==> src/rtl/mos6502s_pkg.sv <==
// Shared definitions for the 6502 stack-transfer engine:
// command encodings, sequencer states and reset defaults.
package mos6502s_pkg;

    localparam logic [1:0] CMD_PUSH_PC   = 2'd0;
    localparam logic [1:0] CMD_PUSH_PC_P = 2'd1;
    localparam logic [1:0] CMD_PULL_PC   = 2'd2;
    localparam logic [1:0] CMD_PULL_P_PC = 2'd3;

    localparam logic [7:0] STACK_PAGE_DEFAULT = 8'h01;
    localparam logic [7:0] SP_RESET_DEFAULT   = 8'hFD;

    typedef enum logic [3:0] {
        S_IDLE,
        S_PUSH_HI,
        S_PUSH_LO,
        S_PUSH_P,
        S_PULL_P,
        S_PULL_LO,
        S_PULL_HI,
        S_PULL_WAIT,
        S_DONE
    } stk_state_e;

    function automatic logic is_pull(input logic [1:0] c);
        return c[1];
    endfunction

endpackage

==> src/rtl/mos6502s_stack_pointer.sv <==
// 8-bit stack pointer register with load/inc/dec and a look-ahead
// sp+1 used as the pull address. Arithmetic wraps modulo 256.
module mos6502s_stack_pointer
    import mos6502s_pkg::*;
#(
    parameter logic [7:0] SP_RESET = SP_RESET_DEFAULT
) (
    input  logic       clk,
    input  logic       rst,
    input  logic       load,
    input  logic [7:0] din,
    input  logic       inc,
    input  logic       dec,
    output logic [7:0] sp,
    output logic [7:0] sp_plus1
);

    logic [7:0] sp_q;
    logic [7:0] sp_d;

    always_comb begin
        sp_d = sp_q;
        if (load) begin
            sp_d = din;
        end else if (dec) begin
            sp_d = sp_q - 8'd1;
        end else if (inc) begin
            sp_d = sp_q + 8'd1;
        end
    end

    always_ff @(posedge clk) begin
        if (rst) begin
            sp_q <= SP_RESET;
        end else begin
            sp_q <= sp_d;
        end
    end

    assign sp       = sp_q;
    assign sp_plus1 = sp_q + 8'd1;

endmodule

==> src/rtl/mos6502s_stack_sequencer.sv <==
// Stack-transfer engine: pushes PC/P to page 1 for JSR/interrupts and
// pulls them back for RTS/RTI, one bus byte per cycle.
module mos6502s_stack_sequencer
    import mos6502s_pkg::*;
#(
    parameter logic [7:0] SP_RESET   = SP_RESET_DEFAULT,
    parameter logic [7:0] STACK_PAGE = STACK_PAGE_DEFAULT
) (
    input  logic        clk,
    input  logic        rst,
    input  logic        cmd_valid,
    input  logic [1:0]  cmd,
    output logic        cmd_ready,
    input  logic [15:0] pc_in,
    input  logic [7:0]  p_in,
    input  logic        sp_load,
    input  logic [7:0]  sp_in,
    output logic [7:0]  sp,
    output logic [15:0] mem_addr,
    output logic [7:0]  mem_wdata,
    output logic        mem_we,
    output logic        mem_re,
    input  logic [7:0]  mem_rdata,
    output logic        pc_load,
    output logic        pc_inc,
    output logic [15:0] addr_out,
    output logic        p_load,
    output logic [7:0]  p_out,
    output logic        busy,
    output logic        done
);

    stk_state_e  state_q, state_d;
    logic [1:0]  cmd_q, cmd_d;
    logic [15:0] pc_q, pc_d;
    logic [7:0]  p_push_q, p_push_d;
    logic [7:0]  p_out_q, p_out_d;

    logic       sp_ld, sp_inc, sp_dec;
    logic [7:0] sp_plus1;
    logic       idle, accept, pushing, pulling;

    assign idle    = (state_q == S_IDLE);
    assign accept  = idle && !sp_load && cmd_valid;
    assign pushing = (state_q == S_PUSH_HI) || (state_q == S_PUSH_LO)
                  || (state_q == S_PUSH_P);
    assign pulling = (state_q == S_PULL_P) || (state_q == S_PULL_LO)
                  || (state_q == S_PULL_HI);

    assign sp_ld  = idle && sp_load;
    assign sp_dec = pushing;
    assign sp_inc = pulling;

    mos6502s_stack_pointer #(
        .SP_RESET (SP_RESET)
    ) u_sp (
        .clk      (clk),
        .rst      (rst),
        .load     (sp_ld),
        .din      (sp_in),
        .inc      (sp_inc),
        .dec      (sp_dec),
        .sp       (sp),
        .sp_plus1 (sp_plus1)
    );

    // pc_q holds the PC to push, and is refilled byte-wise on pulls.
    always_comb begin
        state_d  = state_q;
        cmd_d    = cmd_q;
        pc_d     = pc_q;
        p_push_d = p_push_q;
        p_out_d  = p_out_q;
        unique case (state_q)
            S_IDLE: begin
                if (accept) begin
                    cmd_d    = cmd;
                    pc_d     = pc_in;
                    p_push_d = p_in;
                    unique case (cmd)
                        CMD_PULL_P_PC: state_d = S_PULL_P;
                        CMD_PULL_PC:   state_d = S_PULL_LO;
                        default:       state_d = S_PUSH_HI;
                    endcase
                end
            end
            S_PUSH_HI: state_d = S_PUSH_LO;
            S_PUSH_LO: begin
                state_d = (cmd_q == CMD_PUSH_PC_P) ? S_PUSH_P : S_DONE;
            end
            S_PUSH_P:  state_d = S_DONE;
            S_PULL_P:  state_d = S_PULL_LO;
            S_PULL_LO: begin
                if (cmd_q == CMD_PULL_P_PC) begin
                    p_out_d = mem_rdata;
                end
                state_d = S_PULL_HI;
            end
            S_PULL_HI: begin
                pc_d[7:0] = mem_rdata;
                state_d   = S_PULL_WAIT;
            end
            S_PULL_WAIT: begin
                pc_d[15:8] = mem_rdata;
                state_d    = S_DONE;
            end
            S_DONE:    state_d = S_IDLE;
            default:   state_d = S_IDLE;
        endcase
    end

    always_ff @(posedge clk) begin
        if (rst) begin
            state_q  <= S_IDLE;
            cmd_q    <= CMD_PUSH_PC;
            pc_q     <= 16'h0000;
            p_push_q <= 8'h00;
            p_out_q  <= 8'h00;
        end else begin
            state_q  <= state_d;
            cmd_q    <= cmd_d;
            pc_q     <= pc_d;
            p_push_q <= p_push_d;
            p_out_q  <= p_out_d;
        end
    end

    always_comb begin
        mem_addr  = 16'h0000;
        mem_wdata = 8'h00;
        mem_we    = 1'b0;
        mem_re    = 1'b0;
        pc_load   = 1'b0;
        pc_inc    = 1'b0;
        addr_out  = 16'h0000;
        p_load    = 1'b0;
        done      = 1'b0;
        if (pushing) begin
            mem_we   = 1'b1;
            mem_addr = {STACK_PAGE, sp};
        end
        if (pulling) begin
            mem_re   = 1'b1;
            mem_addr = {STACK_PAGE, sp_plus1};
        end
        unique case (state_q)
            S_PUSH_HI: mem_wdata = pc_q[15:8];
            S_PUSH_LO: mem_wdata = pc_q[7:0];
            S_PUSH_P:  mem_wdata = p_push_q;
            S_DONE: begin
                done = 1'b1;
                if (is_pull(cmd_q)) begin
                    pc_load  = 1'b1;
                    addr_out = pc_q;
                    pc_inc   = (cmd_q == CMD_PULL_PC);
                    p_load   = (cmd_q == CMD_PULL_P_PC);
                end
            end
            default: ;
        endcase
    end

    assign cmd_ready = idle && !sp_load;
    assign busy      = !idle;
    assign p_out     = p_out_q;

endmodule

==> config.mk <==
export PLATFORM = sky130hd
export DESIGN_NAME = mos6502s_stack_sequencer
export DESIGN_NICKNAME = d
export VERILOG_FILES = /design/src/rtl/mos6502s_pkg.sv /design/src/rtl/mos6502s_stack_pointer.sv /design/src/rtl/mos6502s_stack_sequencer.sv
export SDC_FILE = /design/constraint.sdc
export NUM_CORES = 1
export LEC_CHECK = 0
export ABC_AREA = 1
export CORE_UTILIZATION = 40
export CTS_CLUSTER_SIZE = 20
export DETAILED_ROUTE_END_ITERATION = 6
export PLACE_DENSITY_LB_ADDON = 0.05
export REMOVE_ABC_BUFFERS = 1
export SLEW_MARGIN = 10
export SYNTH_ARGS = -nofsm -noshare
export SYNTH_HDL_FRONTEND = slang
export SYNTH_SLANG_ARGS = --single-unit
==> constraint.sdc <==
create_clock -name clk -period 1.9 [get_ports clk]
set_input_delay 0.38 -clock clk [delete_from_list [all_inputs] [get_ports clk]]
set_output_delay 0.38 -clock clk [all_outputs]
set_load 0.01 [all_outputs]
Word-level counts from Yosys, hierarchy flattened
Cells that the tools add are included.
{"block": "word_totals", "out_inout_bits": 64, "regBits": 46, "inputBits": 46}
{"block": "op_classes", "n_addsub": 2, "muxes": 24, "n_eq_ne": 14, "n_reduce_logical": 18}
{"op": "2-to-1 mux 16 bit", "count": 4}
{"op": "one-hot mux 8 bit (2 select lines)", "count": 2}
{"op": "one-hot mux 4 bit (7 select lines)", "count": 1}
{"op": "2-to-1 mux 8 bit", "count": 3}
{"op": "one-hot mux 8 bit (3 select lines)", "count": 1}
{"op": "equality test 4 x 3 -> 1 bit (second input constant)", "count": 4}
{"op": "2-to-1 mux 1 bit", "count": 9}
{"op": "2-to-1 mux 9 bit", "count": 1}
{"op": "adder 8 x 1 -> 8 bit (second input constant)", "count": 1}
{"op": "equality test 2 bit (second input constant)", "count": 4}
{"op": "equality test 4 x 2 -> 1 bit (second input constant)", "count": 2}
{"op": "2-to-1 mux 4 bit", "count": 2}
{"op": "AND reduction 2 bit", "count": 4}
{"op": "subtractor 8 x 1 -> 8 bit (second input constant)", "count": 1}
{"op": "one-hot mux 3 bit (2 select lines)", "count": 1}
{"op": "equality test 4 x 1 -> 1 bit (second input constant)", "count": 1}
{"op": "equality test 4 bit (second input constant)", "count": 1}
{"op": "logical NOT 4 bit", "count": 1}
{"op": "logical OR 1 bit", "count": 4}
{"op": "nonzero test 2 bit", "count": 2}
{"op": "logical AND 1 bit", "count": 3}
{"op": "nonzero test 3 bit", "count": 1}
{"op": "equality test 2 x 1 -> 1 bit (second input constant)", "count": 1}
{"op": "logical NOT 1 bit", "count": 2}
{"op": "other kinds (2)", "count": 2}

Logic depth before layout (Yosys ltp)
{"block": "logic_depth", "word_depth": 6, "depth_mapped": 10, "ltp_nobuf": 10}

Hierarchy
A second synthesis with hierarchy kept.
{"block": "hier_totals", "hier_cells": 444, "hier_area_um2": 2791.4}
{"module": "mos6502s_stack_sequencer", "seq_area_each_um2": 760.7, "area_per_inst_um2": 2068.2, "cells_per_inst": 321, "n_inst": 1}
{"module": "mos6502s_stack_pointer", "seq_area_each_um2": 160.2, "area_per_inst_um2": 723.2, "cells_per_inst": 123, "n_inst": 1}

Worst setup path before layout
Ideal clock, no wire load.
{"block": "synth_timing", "path_type": "reg2out", "startpoint": "register state_q[3]", "endpoint": "output port addr_out[10]", "slack_ns": 0.075, "stages_incl_launch_ff": 6, "n_path_buf": 1, "t_required_ns": 1.520, "t_arrival_ns": 1.445, "cell_sequence": "dfxtp_1 > inv_1 > nor3_1 > nand2_2 > buf_2 > nor2_1"}
{"block": "synth_via", "elab_chain_len": 2}
{"item": "from (decl)", "line_no": "mos6502s_stack_sequencer.sv:33", "source": "stk_state_e state_q, state_d;"}
{"item": "from (signal assigned)", "line_no": "mos6502s_stack_sequencer.sv:120", "source": "state_q <= state_d;"}
{"item": "equality test 4 bit", "line_no": "mos6502s_stack_sequencer.sv:146", "source": "unique case (state_q)"}
{"item": "2-to-1 mux 16 bit", "line_no": "mos6502s_stack_sequencer.sv:146"}
{"item": "to (decl)", "line_no": "mos6502s_stack_sequencer.sv:26", "source": "output logic [15:0] addr_out,"}
No other way between the ends.

Worst setup path in the final report
{"block": "layout_timing", "startpoint": "register state_q[3]", "endpoint": "output port mem_addr[0]"}
{"block": "layout_via", "elab_chain_len": 5, "elab_cells_between_ends": 12}
{"item": "equality test 4 x 1 -> 1 bit or equality test 4 x 2 -> 1 bit (tied branches)", "line_no": "mos6502s_stack_sequencer.sv:45", "source": "assign pushing = (state_q == S_PUSH_HI) || (state_q == S_PUSH_LO)"}
{"item": "logical OR 1 bit", "line_no": "mos6502s_stack_sequencer.sv:45"}
{"item": "logical OR 1 bit", "line_no": "mos6502s_stack_sequencer.sv:46", "source": "|| (state_q == S_PUSH_P);"}
{"item": "2-to-1 mux 9 bit", "line_no": "mos6502s_stack_sequencer.sv:138", "source": "if (pushing) begin"}
{"item": "2-to-1 mux 16 bit (*)", "line_no": "mos6502s_stack_sequencer.sv:142", "source": "if (pulling) begin"}
{"item": "to (decl)", "line_no": "mos6502s_stack_sequencer.sv:19", "source": "output logic [15:0] mem_addr,"}
Every way passes the cells marked *; elsewhere a longest branch is shown, timed or not.

==> flow_summary.ini <==
[worst_setup_path]
end_kind = primary output
criticalPathCategory = register to primary output
cp_max_fo = 8
timing.rr.start = state_q[3]
crit_path_start_kind = register
setup.worst_path.start = state_q[3]
crit_required_ns = 1.52
arrival_ns = 1.56

[clock_network]
clkLatencyLatePin_ns = 0.30
cts-root-buf = clkbuf_8
clock_tree.buffer_depth = 2
cts_tree = yes
cts-buffers-inserted = 5
cts_sinks = 46
htreeDepth = 2
path_clk_slew_ns = 0.09
cts_hold_buf = 0

[finish]
fill_cells = 592
final_cell_mix = 71 x nand2_1, 61 x clkdlybuf4s50_1, 55 x inv_1, 55 x nor2_1, 45 x a21oi_1
fin_nets = 630
finalInstanceArea_um2 = 4462
postLayoutCoreUtil_pct = 68.70
area_delta_synth_final_pct = 62.91
layout_commonest_cell = nand2_1
layout-drive-gt1-share_pct = 28.30
antenna_cells = 0

[global_routing]
use_met2_pct = 36.51
grtUsageTotal_pct = 23.94
grt_max_degree = 20
met1_usage_pct = 35.45
use_met3_pct = 3.245
antenna_found_initial = 0
grt_pass1_wl_mm = 13.88
overflow = 0
grt_pass1_vias = 2939
grt-busiest-layer = met2

[detailed_routing]
routedWlPerCell_um = 13.94
drt-initial-drc-count = 192
postRouteAntennaNets = 0
wl_mm = 9.203
viasPerCell = 5.135
drc = 7
num_vias = 3389
first_pass_iters = 7

[sta]
max_slew_margin_pct = 62.56
skew_ns = 0.005837
whs_ns = 0.4646
timing.final.crit_share_pct = 102.1
fin_crit_ns = 1.940
clock.fmax_mhz = 515.4
final_max_slew_viol_count = 0
setup_viol = 9
fin_setup_tns_ns = -0.1639
rsz0062_at_grt = yes
worst_pin_slew_ns = 0.5611
hold_violations = 0
fin_ws_ns = -0.04023

[power_and_ir_drop]
power_density_nw_per_um2 = 1244
irDropWorstVdd_mv = 0.8837
power.leakage_nw = 2.012
finalPower_mw = 5.551

[synth]
synth.avg_cell_area_um2 = 6.253
synth.cell_area_um2 = 2739
synth_xor_area_share_pct = 0.9593
synthAdderAreaFrac_pct = 0.9137
synth.area.top_cells = dfxtp_1 34%, nand2_1 12%, nor2_1 10%
synth_top_area_share_pct = 33.62
synth_seq_cells = 46
seq_area_frac_synth_pct = 33.62
synth-compound-area-share_pct = 20.15
synth_mux_area_share_pct = 0
synth_top_family_by_area = simple AND/OR/NAND/NOR gates
postSynthCellCount = 438
ys.warnings.count = 0
synth.largest_area_cell = dfxtp_1
synthSimpleGateAreaFrac_pct = 31.29
synth.distinct_cells = 27

[floorplanning]
die_y_um = 84.75
die_w_um = 84.75
start_util_pct = 42.17
die_area_um2 = 7182
rows = 29
boundaryPins = 110
coreArea_um2 = 6495

[status]
violations = DRC, setup timing
status = complete, but fails checks

[min_path]
worstHoldPathType = register to register
hp-start = pc_q[5]

[flow_run]
maxCapViolations = 0

[placement]
port_buffers = 102
gp_congestion = 0.9362
place_hpwl_mm = 6.643
place_area_um2 = 4075
[where the power goes]
| group | internal (mW) | switching [mW] |
|---|---|---|
| clock network | 0.393 | 0.347 |
| logic | 1.51 | 1.96 |
| registers | 1.18 | 0.168 |
[flip-flops by register name (all words and copies together) (netlist names)]
register	count
p_push_q	8
p_out	8
pc_q	16
state_q	4
cmd_q	2
u_sp.sp	8
[final cells by class]
| class | instances | area (um^2) | area share [%] |
|---|---|---|---|
| Multi-Input combinational cell | 315 | 1709 | 38.31 |
| Timing Repair Buffer | 150 | 1361 | 30.51 |
| Sequential cell | 46 | 934.6 | 20.95 |
| Inverter | 64 | 250.2 | 5.609 |
| Tap cell | 77 | 96.34 | 2.159 |
| Clock buffer | 6 | 72.57 | 1.626 |
| Clock inverter | 2 | 37.54 | 0.8413 |
[routing by layer]
layer | part of all wire (%) | up-vias
met4 | 1.0 | 0
met1 | 46 | 1549
met5 | 0 | -
li1 | - | 1688
met3 | 7.6 | 11
met2 | 45 | 141
[synth_stat cells (all sizes together)]
library cell and number:
nand3 23, nand4 4, buf 12, o31ai 1
inv 64, clkbuf 8, ha 2, o22ai 1
o211ai 5, o21ai 41, nor2 80, xor2 1
conb 1, nand2 90, nor3 4, xnor2 2
a21oi 45, o221ai 8, dfxtp 46
[through the flow]
stage / setup slack [ns] / instances
global route: -0.1566 / 660
detailed placement: -0.1784 / 641
CTS: -0.09175 / 650
finish: -0.04023 / 660
floorplan: 0.1343 / 424
global placement: -0.1422 / 641
[worst max-delay path, cell delays in order, from the launching register on]
cell and delay [ns]:
dfxtp_2 0.34, buf_6 0.13, nor2_4 0.23, nand2_4 0.11, buf_12 0.16, inv_4 0.05
nand2_1 0.04, o21ai_0 0.05, buf_2 0.15
[cells by family (layout without fill, tap and decap cells)]
| group | after synthesis | count (layout) |
|---|---|---|
| adders and majority gates | 2 | 2 |
| DFF | 46 | 46 |
| buffers and inverters | 84 | 222 |
| xor gates and xnor gates | 3 | 3 |
| other | 1 | 7 |
| and+or+nand+nor | 201 | 202 |
| AOI/OAI and AO/OA | 101 | 101 |
[what timing repair did]
action	CTS	global route
buffers inserted	1	5
setup endpoints to repair	41	36
pin swaps	4	8
cloned	0	5
resized for setup	158	92
[worst paths after layout]
kind | cells after the start | slack, ns | endpoint
worst max-delay path | 8 | -0.04 | mem_addr[0]
worst min-delay path | 2 | 0.46 | pc_q[5]
worst max register to register | 9 | 0.05 | pc_q[13]
worst min register to register | 2 | 0.46 | pc_q[5]
No activity file was read; power rests on OpenSTA's default activity.
